==> src/rtl/pong_match_seq_if.sv <==
// Signal bundle between the pong match sequencer and its ball/paddle/score neighbours.
// The master side drives the game inputs; the slave side is the sequencer.
interface pong_match_seq_if;
    logic       i_Start;
    logic [5:0] i_Ball_X;
    logic [5:0] i_Ball_Y;
    logic [5:0] i_Paddle_Y_P1;
    logic [5:0] i_Paddle_Y_P2;
    logic       o_Game_Active;
    logic [3:0] o_P1_Score;
    logic [3:0] o_P2_Score;
    logic       o_Point_P1;
    logic       o_Point_P2;
    logic [1:0] o_Winner;
    logic [2:0] o_State;

    modport master (
        output i_Start, i_Ball_X, i_Ball_Y, i_Paddle_Y_P1, i_Paddle_Y_P2,
        input  o_Game_Active, o_P1_Score, o_P2_Score, o_Point_P1, o_Point_P2,
        input  o_Winner, o_State
    );

    modport slave (
        input  i_Start, i_Ball_X, i_Ball_Y, i_Paddle_Y_P1, i_Paddle_Y_P2,
        output o_Game_Active, o_P1_Score, o_P2_Score, o_Point_P1, o_Point_P2,
        output o_Winner, o_State
    );
endinterface

==> src/rtl/pong_match_seq.sv <==
// Pong match sequencer: detects missed balls, keeps score, paces serves and
// declares the winner once a player reaches the score limit.
module pong_match_seq #(
    parameter int unsigned c_GAME_WIDTH    = 40,
    parameter int unsigned c_GAME_HEIGHT   = 30,
    parameter int unsigned c_PADDLE_HEIGHT = 6,
    parameter int unsigned c_SCORE_LIMIT   = 9,
    parameter int unsigned c_SERVE_DELAY   = 25000000
) (
    input  logic            i_Clk,
    input  logic            i_Rst,
    pong_match_seq_if.slave bus
);

    localparam int unsigned c_CNT_W = $clog2(c_SERVE_DELAY);

    localparam logic [5:0]         c_RIGHT_COL  = 6'(c_GAME_WIDTH - 1);
    localparam logic [6:0]         c_PAD_SPAN   = 7'(c_PADDLE_HEIGHT - 1);
    localparam logic [3:0]         c_LIMIT      = 4'(c_SCORE_LIMIT);
    localparam logic [c_CNT_W-1:0] c_SERVE_LAST = c_CNT_W'(c_SERVE_DELAY - 1);

    typedef enum logic [2:0] {
        StIdle      = 3'd0,
        StRunning   = 3'd1,
        StScore     = 3'd2,
        StServeWait = 3'd3,
        StGameOver  = 3'd4
    } state_t;

    state_t state_q, state_d;

    logic [3:0]         p1_score_q, p2_score_q;
    logic               point_p1_q, point_p2_q;
    logic               point_p1_d, point_p2_d;
    logic [1:0]         winner_q;
    logic               game_active_q;
    logic [c_CNT_W-1:0] serve_cnt_q;

    logic p1_covered, p2_covered;
    logic p1_point, p2_point;
    logic [3:0] scorer_score;

    // 7-bit compare so a paddle near row 63 cannot wrap onto the top rows.
    assign p1_covered = ({1'b0, bus.i_Paddle_Y_P1} <= {1'b0, bus.i_Ball_Y}) &&
                        ({1'b0, bus.i_Ball_Y} <= {1'b0, bus.i_Paddle_Y_P1} + c_PAD_SPAN);
    assign p2_covered = ({1'b0, bus.i_Paddle_Y_P2} <= {1'b0, bus.i_Ball_Y}) &&
                        ({1'b0, bus.i_Ball_Y} <= {1'b0, bus.i_Paddle_Y_P2} + c_PAD_SPAN);

    assign p1_point     = (bus.i_Ball_X == c_RIGHT_COL) && !p2_covered;
    assign p2_point     = (bus.i_Ball_X == 6'd0) && !p1_covered;
    assign scorer_score = point_p1_q ? p1_score_q : p2_score_q;

    always_ff @(posedge i_Clk) begin
        if (i_Rst) begin
            state_q <= StIdle;
        end else begin
            state_q <= state_d;
        end
    end

    always_comb begin
        state_d    = state_q;
        point_p1_d = 1'b0;
        point_p2_d = 1'b0;
        case (state_q)
            StIdle: begin
                if (bus.i_Start) state_d = StRunning;
            end
            StRunning: begin
                // P1 wins ties (only reachable with a one-column field).
                if (p1_point) begin
                    state_d    = StScore;
                    point_p1_d = 1'b1;
                end else if (p2_point) begin
                    state_d    = StScore;
                    point_p2_d = 1'b1;
                end
            end
            StScore: begin
                state_d = (scorer_score == c_LIMIT) ? StGameOver : StServeWait;
            end
            StServeWait: begin
                if (serve_cnt_q == c_SERVE_LAST) state_d = StRunning;
            end
            StGameOver: begin
                if (bus.i_Start) state_d = StServeWait;
            end
            default: state_d = StIdle;
        endcase
    end

    always_ff @(posedge i_Clk) begin
        if (i_Rst) begin
            p1_score_q    <= '0;
            p2_score_q    <= '0;
            point_p1_q    <= 1'b0;
            point_p2_q    <= 1'b0;
            winner_q      <= 2'b00;
            game_active_q <= 1'b0;
            serve_cnt_q   <= '0;
        end else begin
            point_p1_q    <= point_p1_d;
            point_p2_q    <= point_p2_d;
            game_active_q <= (state_d == StRunning);

            if (point_p1_d && (p1_score_q != c_LIMIT)) p1_score_q <= p1_score_q + 4'd1;
            if (point_p2_d && (p2_score_q != c_LIMIT)) p2_score_q <= p2_score_q + 4'd1;

            if ((state_q == StScore) && (state_d == StGameOver)) begin
                winner_q <= point_p1_q ? 2'b01 : 2'b10;
            end

            if ((state_q == StGameOver) && (state_d == StServeWait)) begin
                p1_score_q <= '0;
                p2_score_q <= '0;
                winner_q   <= 2'b00;
            end

            // Held at zero outside SERVE_WAIT so every entry starts counting from 0.
            if (state_q == StServeWait) begin
                serve_cnt_q <= serve_cnt_q + 1'b1;
            end else begin
                serve_cnt_q <= '0;
            end
        end
    end

    always_comb begin
        bus.o_State       = state_q;
        bus.o_Game_Active = game_active_q;
        bus.o_P1_Score    = p1_score_q;
        bus.o_P2_Score    = p2_score_q;
        bus.o_Point_P1    = point_p1_q;
        bus.o_Point_P2    = point_p2_q;
        bus.o_Winner      = winner_q;
    end

endmodule

==> src/flat_wrapper.sv <==
// flat-port wrapper written by rule: the top's interface ports become plain ports
module pong_match_seq_flat 
#(
    parameter int unsigned c_GAME_WIDTH    = 40,
    parameter int unsigned c_GAME_HEIGHT   = 30,
    parameter int unsigned c_PADDLE_HEIGHT = 6,
    parameter int unsigned c_SCORE_LIMIT   = 9,
    parameter int unsigned c_SERVE_DELAY   = 25000000
)
  (i_Clk, i_Rst, bus_i_Start, bus_i_Ball_X, bus_i_Ball_Y, bus_i_Paddle_Y_P1, bus_i_Paddle_Y_P2, bus_o_Game_Active, bus_o_P1_Score, bus_o_P2_Score, bus_o_Point_P1, bus_o_Point_P2, bus_o_Winner, bus_o_State);
  pong_match_seq_if bus_i ();
  input  logic i_Clk;
  input  logic i_Rst;
  input wire logic [$bits(bus_i.i_Start)-1:0] bus_i_Start;
  input wire logic [$bits(bus_i.i_Ball_X)-1:0] bus_i_Ball_X;
  input wire logic [$bits(bus_i.i_Ball_Y)-1:0] bus_i_Ball_Y;
  input wire logic [$bits(bus_i.i_Paddle_Y_P1)-1:0] bus_i_Paddle_Y_P1;
  input wire logic [$bits(bus_i.i_Paddle_Y_P2)-1:0] bus_i_Paddle_Y_P2;
  output wire logic [$bits(bus_i.o_Game_Active)-1:0] bus_o_Game_Active;
  output wire logic [$bits(bus_i.o_P1_Score)-1:0] bus_o_P1_Score;
  output wire logic [$bits(bus_i.o_P2_Score)-1:0] bus_o_P2_Score;
  output wire logic [$bits(bus_i.o_Point_P1)-1:0] bus_o_Point_P1;
  output wire logic [$bits(bus_i.o_Point_P2)-1:0] bus_o_Point_P2;
  output wire logic [$bits(bus_i.o_Winner)-1:0] bus_o_Winner;
  output wire logic [$bits(bus_i.o_State)-1:0] bus_o_State;
  assign bus_i.i_Start = bus_i_Start;
  assign bus_i.i_Ball_X = bus_i_Ball_X;
  assign bus_i.i_Ball_Y = bus_i_Ball_Y;
  assign bus_i.i_Paddle_Y_P1 = bus_i_Paddle_Y_P1;
  assign bus_i.i_Paddle_Y_P2 = bus_i_Paddle_Y_P2;
  assign bus_o_Game_Active = bus_i.o_Game_Active;
  assign bus_o_P1_Score = bus_i.o_P1_Score;
  assign bus_o_P2_Score = bus_i.o_P2_Score;
  assign bus_o_Point_P1 = bus_i.o_Point_P1;
  assign bus_o_Point_P2 = bus_i.o_Point_P2;
  assign bus_o_Winner = bus_i.o_Winner;
  assign bus_o_State = bus_i.o_State;
  pong_match_seq #(.c_GAME_WIDTH(c_GAME_WIDTH), .c_GAME_HEIGHT(c_GAME_HEIGHT), .c_PADDLE_HEIGHT(c_PADDLE_HEIGHT), .c_SCORE_LIMIT(c_SCORE_LIMIT), .c_SERVE_DELAY(c_SERVE_DELAY)) u_core (.i_Clk(i_Clk), .i_Rst(i_Rst), .bus(bus_i));
endmodule
==> config.mk <==
export PLATFORM = sky130hd
export DESIGN_NAME = pong_match_seq_flat
export DESIGN_NICKNAME = d
export VERILOG_FILES = /design/src/rtl/pong_match_seq_if.sv /design/src/rtl/pong_match_seq.sv /design/src/flat_wrapper.sv
export SDC_FILE = /design/constraint.sdc
export NUM_CORES = 1
export LEC_CHECK = 0
export BUFFER_PORTS_ARGS = -buffer_cell sky130_fd_sc_hd__buf_2
export CORE_AREA = 8 8 86 88
export CTS_CLUSTER_SIZE = 14
export DETAILED_ROUTE_END_ITERATION = 7
export DIE_AREA = 0 0 94 96
export GPL_TIMING_DRIVEN = 0
export MAX_ROUTING_LAYER = met4
export PLACE_DENSITY_LB_ADDON = 0.1
export SLEW_MARGIN = 15
export SYNTH_ARGS = -nofsm -noshare
export SYNTH_HDL_FRONTEND = slang
export SYNTH_SLANG_ARGS = --single-unit
==> constraint.sdc <==
create_clock -name i_Clk -period 2.4 [get_ports i_Clk]
set_clock_uncertainty 0.2 [all_clocks]
set_input_delay 0.48 -clock i_Clk [delete_from_list [all_inputs] [get_ports i_Clk]]
set_output_delay 0.48 -clock i_Clk [all_outputs]
set_load 0.01 [all_outputs]
Word level (Yosys, flattened, before mapping)
Cells that the tools add are included.
Word-level totals
  register bits: 41
  input port bits: 27
  logic and storage cells: 58
Operators by class
  add/sub/neg operators: 5
  $lt $le $gt $ge: 4
  equality and inequality tests: 12
  muxes and demuxes: 14
  bitwise logic cells: 1
  reduce and logical (&&, ||, !) cells: 14
Operators with widths (number)
  adder 25 x 1 -> 25 bit, second input constant: 1
  equality test 25 bit, second input constant: 1
  2-to-1 mux 3 bit: 6
  one-hot mux 3 bit (5 select lines): 1
  adder 6 x 3 -> 7 bit, second input constant: 2
  <= comparator 6 x 7 -> 1 bit: 2
  <= comparator 6 bit: 2
  equality test 3 x 2 -> 1 bit, second input constant: 3
  adder 4 x 1 -> 4 bit, second input constant: 2
  logical AND 1 bit: 8
  != test 4 bit, second input constant: 2
  equality test 3 x 1 -> 1 bit, second input constant: 2
  equality test 3 bit, second input constant: 2
  equality test 6 bit, second input constant: 1
  logical NOT 6 bit: 1
  2-to-1 mux 1 bit: 5
  equality test 4 bit, second input constant: 1
  2-to-1 mux 4 bit: 1
  OR reduction 2 bit: 2
  logical NOT 3 bit: 1
  logical NOT 1 bit: 2
  2-to-1 mux 2 bit: 1
  inverter 1 bit: 1

Depth between registers and ports, before layout
  depth after elaboration: 11
  depth in mapped cells: 9
  depth with buffers taken out: 9

Least setup slack after synthesis
Ideal clock, no wire load.
  path type: in2reg
  start: input bus_i_Paddle_Y_P1[0]
  end: register u_core.state_q[1], in the netlist u_core.bus.o_State[1]
  library setup time: 115 ps
  arrival time: 2184 ps
  slack: -98 ps
  cell stages on the path: 9
  path through: ha_1 o21ai_0 xor2_1 ha_1 a21o_1 a21o_1 o2111ai_2 nand4_1 o21a_1
On the way
  cells in the longest elaborated chain, start to end: 8
Ends and longest elaborated chain
  from (decl): RTL line flat_wrapper.sv:17  | input wire logic [$bits(bus_i.i_Paddle_Y_P1)-1:0] bus_i_Paddle_Y_P1;
  adder 6 x 3 -> 7 bit: RTL line pong_match_seq.sv:45  | ({1'b0, bus.i_Ball_Y} <= {1'b0, bus.i_Paddle_Y_P1} + c_PAD_SPAN);
  <= comparator 6 x 7 -> 1 bit: RTL line pong_match_seq.sv:45
  logical AND 1 bit (*): RTL line pong_match_seq.sv:44  | assign p1_covered = ({1'b0, bus.i_Paddle_Y_P1} <= {1'b0, bus.i_Ball_Y}) &&
  logical NOT 1 bit (*): RTL line pong_match_seq.sv:50  | assign p2_point = (bus.i_Ball_X == 6'd0) && !p1_covered;
  logical AND 1 bit (*): RTL line pong_match_seq.sv:50
  2-to-1 mux 3 bit (*): RTL line pong_match_seq.sv:74  | end else if (p2_point) begin
  2-to-1 mux 3 bit (*): RTL line pong_match_seq.sv:71  | if (p1_point) begin
  one-hot mux 3 bit (5 select lines) (*): RTL line pong_match_seq.sv:65  | case (state_q)
  to (signal assigned): RTL line pong_match_seq.sv:55  | state_q <= StIdle;
  to (signal assigned): RTL line pong_match_seq.sv:57  | state_q <= state_d;
  to (decl): RTL line pong_match_seq.sv:30  | state_t state_q, state_d;
Every way passes the cells marked *; elsewhere a longest branch is shown, timed or not.
A chain may end at the register's enable or synchronous reset.

Worst setup path after layout
  start: input bus_i_Paddle_Y_P2[1]
  end: register u_core.game_active_q, in the netlist u_core.bus.o_Game_Active
On the way
  cells in the longest elaborated chain, start to end: 8
Ends and longest elaborated chain
  from (decl): RTL line flat_wrapper.sv:18  | input wire logic [$bits(bus_i.i_Paddle_Y_P2)-1:0] bus_i_Paddle_Y_P2;
  adder 6 x 3 -> 7 bit: RTL line pong_match_seq.sv:47  | ({1'b0, bus.i_Ball_Y} <= {1'b0, bus.i_Paddle_Y_P2} + c_PAD_SPAN);
  <= comparator 6 x 7 -> 1 bit: RTL line pong_match_seq.sv:47
  logical AND 1 bit (*): RTL line pong_match_seq.sv:46  | assign p2_covered = ({1'b0, bus.i_Paddle_Y_P2} <= {1'b0, bus.i_Ball_Y}) &&
  logical NOT 1 bit (*): RTL line pong_match_seq.sv:49  | assign p1_point = (bus.i_Ball_X == c_RIGHT_COL) && !p2_covered;
  logical AND 1 bit (*): RTL line pong_match_seq.sv:49
  2-to-1 mux 3 bit (*): RTL line pong_match_seq.sv:71
  one-hot mux 3 bit (5 select lines) (*): RTL line pong_match_seq.sv:65
  equality test 3 x 1 -> 1 bit (*): RTL line pong_match_seq.sv:104  | game_active_q <= (state_d == StRunning);
  to (signal assigned): RTL line pong_match_seq.sv:104
  to (decl): RTL line pong_match_seq.sv:36  | logic game_active_q;
Marks and branches as above.

==> summary.md <==
| Metric | Value |
|---|---|
| Tmin final | `about 2.4 ns` |
| Cell Area, Synth | `approximately 2900 um^2` |
| PnR worst setup slack | `between 0.04 and 0.05 ns` |
| CTS tree | `yes` |
| Arr. time, crit path | `about 2.4 ns` |
| Area delta synth->final | `18.9%` |
| Worst R2R End | `u_core.bus.o_P1_Score[1]` |
| GR Layer Usage met2 | `approximately a quarter` |
| Critical path depth | `10` |
| Setup TNS | `0 ns` |
| Reg-to-Reg Start | `u_core.bus.o_State[0]` |
| Routed via count | `2393` |
| Multi-input gate area | `around 2000 um^2` |
| Synth Area in Simple Gates | `between 20 and 30%` |
| HP Class | `in2reg` |
| CP startpoint | `bus_i_Paddle_Y_P2[1]` |
| Maximum clock frequency | `between 0.4 and 0.5 GHz` |
| Row Count | `29` |
| Antenna-violating nets left | `0` |
| Number of port buffers | `42` |
| DP Cell Count | `441` |
| Register area | `slightly above 800 um^2` |
| Gp weighted congestion | `between 0.7 and 0.8` |
| Clk sinks | `41` |
| Total CTS buffers | `5` |
| CP bufs+invs | `1` |
| Post-synthesis xor/xnor area fraction | `under 10%` |
| Die W | `between 90 and 100 um` |
| Yosys warnings | `0` |
| Psw | `a little under 0.4 mW` |
| Delay-heaviest family, CP | `compound AO/OA/AOI/OAI gates` |
| Critical path type | `in2reg` |
| Slew HR | `63.6%` |
| ANT cells | `0` |
| Finished Cell Area | `roughly 3400 um^2` |
| Max FO, Critical Path | `4` |
| Net Count, Synth | `380` |
| Primary FF master, synth | `dfxtp_1` |
| Gate Count Post-Synth | `approximately 320` |
| Data required, critical path | `2.41 ns` |
| Post-synthesis adder-cell area fraction | `between 10 and 15%` |
| Final setup fails | `0` |
| Share of the synthesized area in the top cell type | `around 28%` |
| Flop2flop setup slack | `~0.40 ns` |
| Combinational power share | `between 15 and 20%` |
| Sequential share of the synthesized area | `28.3%` |
| Leakage power total | `approximately 1.4 nW` |
| DIE AREA | `approximately 9000 um^2` |
| Pre-antenna DRT Iters | `4` |
| DPL Wire Length | `4950 um` |
| Initial Utilization | `between 40% and 50%` |
| Post-synthesis mux area share | `~3.5%` |
| Async S/R FF share, synth | `0%` |
| Pins Over Slew Limit | `0` |
| Int Pwr | `~1.1 mW` |
| Power density cells | `~430 nW/um^2` |
| Clk slew on worst S/H paths | `0.09 ns` |
| # IOs | `between 40 and 50` |
| DR vias/cell | `5.29` |
| RSZ-0062 raised after global routing | `true` |
| Part of the cycle the worst path needs | `98.0%` |
| Post-route DRC | `0` |
| CP peak stage delay | `between 0.2 and 0.3 ns` |
| GRT Overall Usage | `between 10% and 20%` |
| Util after Layout | `56.5%` |
| Largest area contributor in the netlist | `dfxtp_1` |
| R2R cell count | `4` |
| Routed len/inst | `roughly 14 um` |
| Die height | `between 90 and 100 um` |
| # nets final | `approximately 430` |
| Iter 0 DRT Violations | `38` |
| Largest net degree at the start of global routing | `15` |
| Post-Place Worst Slack | `-0.322 ns` |
| Global-route wire length before repair | `around 11000 um` |
| Crit path max-delay cell type | `o2111ai_4` |
| Switch share | `a little over a quarter` |
| Slew @ Worst Pin | `about 0.55 ns` |
| Initial antenna violation count | `0` |
| Synth Area in Compound Gates | `around 14%` |
| Core box area | `approximately 6100 um^2` |
| Grt total ovfl | `0` |
| H-tree level count | `2` |
| Vias in the first global route | `around 2400` |
| Seq pwr share | `approximately 46%` |
| Post-layout power | `1.49 mW` |
| Layout cells sized above 1 | `about a quarter` |
| Status | `finished, final reports clean` |
| Finished Layout Cells | `~450` |
| Final hold violations | `0` |
| Grt met1 use | `roughly 18%` |
| Crit start category | `input pin` |
| Register bit total from synthesis | `between 40 and 50` |
| Clk pwr share | `a little under two fifths` |
| Cell chain of the critical path | `buf_8, ha_4, o21ai_2, xor2_1, ha_1, a21o_1, a21o_1, o2111ai_4, nand4_1, a211oi_2` |
| Root buf cell | `clkbuf_8` |
| Largest cells by area after synthesis | `dfxtp_1, ha_1, xnor2_1` |
| Crit path capture | `u_core.bus.o_Game_Active` |
| GR peak layer | `met2` |
| CP Capture Type | `register` |
| Placed Area | `approximately 3200 um^2` |
| Max cap viols | `0` |
| Fillers | `roughly 590` |
| Post-Route WL | `~6300 um` |
| Clk_lat worst skew | `approximately 0.30 ns` |
| VDD IR-drop max | `0.247 mV` |
| Clock Path Buffers | `2` |
| Mapped Avg Cell Area | `approximately 9 um^2` |
| Largest family of logic cells by synthesized area | `simple AND/OR/NAND/NOR gates` |
| CP most frequent cell | `a21o_1` |
| Commonest non-fill, non-tap cell in the layout | `dfxtp_1` |
| Post-synth EDFFs | `0` |
| Cell variety after synth | `53` |
| Minimum hold slack | `0.280 ns` |
| Global routing usage on met3 | `2.89%` |
| Most frequent cells in the layout | `dfxtp_1, buf_2, ha_1` |
-- worst min path at each step --
| stage | cells past startpoint | slack (ns) | startpoint | endpoint |
|---|---|---|---|---|
| after floorplan | 1 | 0.25 | u_core.serve_cnt_q[0] | u_core.serve_cnt_q[0] |
| after global placement | 1 | 0.27 | u_core.serve_cnt_q[0] | u_core.serve_cnt_q[0] |
| after detailed placement | 1 | 0.28 | u_core.serve_cnt_q[0] | u_core.serve_cnt_q[0] |
| after CTS | 4 | 0.27 | bus_i_Start | u_core.bus.o_State[2] |
| after global routing | 4 | 0.30 | bus_i_Start | u_core.bus.o_State[2] |
| final | 4 | 0.28 | bus_i_Start | u_core.bus.o_State[2] |
-- logic make-up (layout without fill, tap and decap cells) --
kind of cell	after synthesis	in the layout
AOI/OAI and AO/OA	58	58
xor gates and xnor gates	25	25
adders and majority gates	31	31
buffers and inverters	30	83
DFF	41	41
muxes	10	10
and+or+nand+nor	127	127
-- cells in the mapped netlist (3+ instances only) --
cell type / number
ha_1: 31
or3_1: 10
a21o_1: 5
xor2_1: 9
nor2_2: 3
xnor2_1: 16
mux2i_1: 10
clkbuf_1: 3
nor3_1: 6
nand2_1: 19
nand3_1: 17
dfxtp_1: 41
nor4_4: 4
nor2_1: 25
o21a_1: 3
a21oi_1: 19
nor4bb_1: 3
nand2b_1: 3
o21ai_0: 9
nand3b_1: 4
nor3_2: 4
nand4_1: 7
inv_1: 23
and3_1: 3
-- what timing repair did --
action	in CTS	in global routing
resized for setup	1	15
buffers inserted	0	3
hold buffers	0	0
pin swaps	0	15
endpoints found under the setup margin	1	10
-- power groups by stage --
stage | clock, mW | combinational, mW | sequential [mW]
3_5_place_dp | 0 | 0.214 | 0.709
4_1_cts | 0.582 | 0.218 | 0.693
3_3_place_gp | 0 | 0.210 | 0.709
2_1_floorplan | 0 | 0.136 | 0.709
6_report | 0.568 | 0.233 | 0.693
5_1_grt | 0.611 | 0.267 | 0.694
-- registers in the layout (all words and copies together), names as in the netlist --
signal                    flops
u_core.bus.o_Point_P1         1
u_core.serve_cnt_q           25
u_core.bus.o_P2_Score         4
u_core.bus.o_State            3
u_core.bus.o_Point_P2         1
u_core.bus.o_Winner           2
u_core.bus.o_Game_Active      1
u_core.bus.o_P1_Score         4
-- tightest hold or removal path, delay by kind of cell --
family / cells / cell delay [ns]
simple gates: 3 / 0.17
buf+inv: 1 / 0.09
-- cell type report --
cell class                      count  share of cell area (%)
Clock inverter                      3                    1.34
Clock buffer                        5                    2.00
Multi-Input combinational cell    251                    58.6
Tap cell                           77                    2.80
Timing Repair Buffer               45                    7.70
Buffer                              7                    1.27
Sequential cell                    41                    23.8
Inverter                           23                    2.51
-- per-layer routing --
layer  wire length (um)  up-vias
li1                   -     1264
met1               3030     1097
met2               3070       26
met3                122        6
met4                 60        0
met5                  0        -
Power figures use the tool's default switching activity.
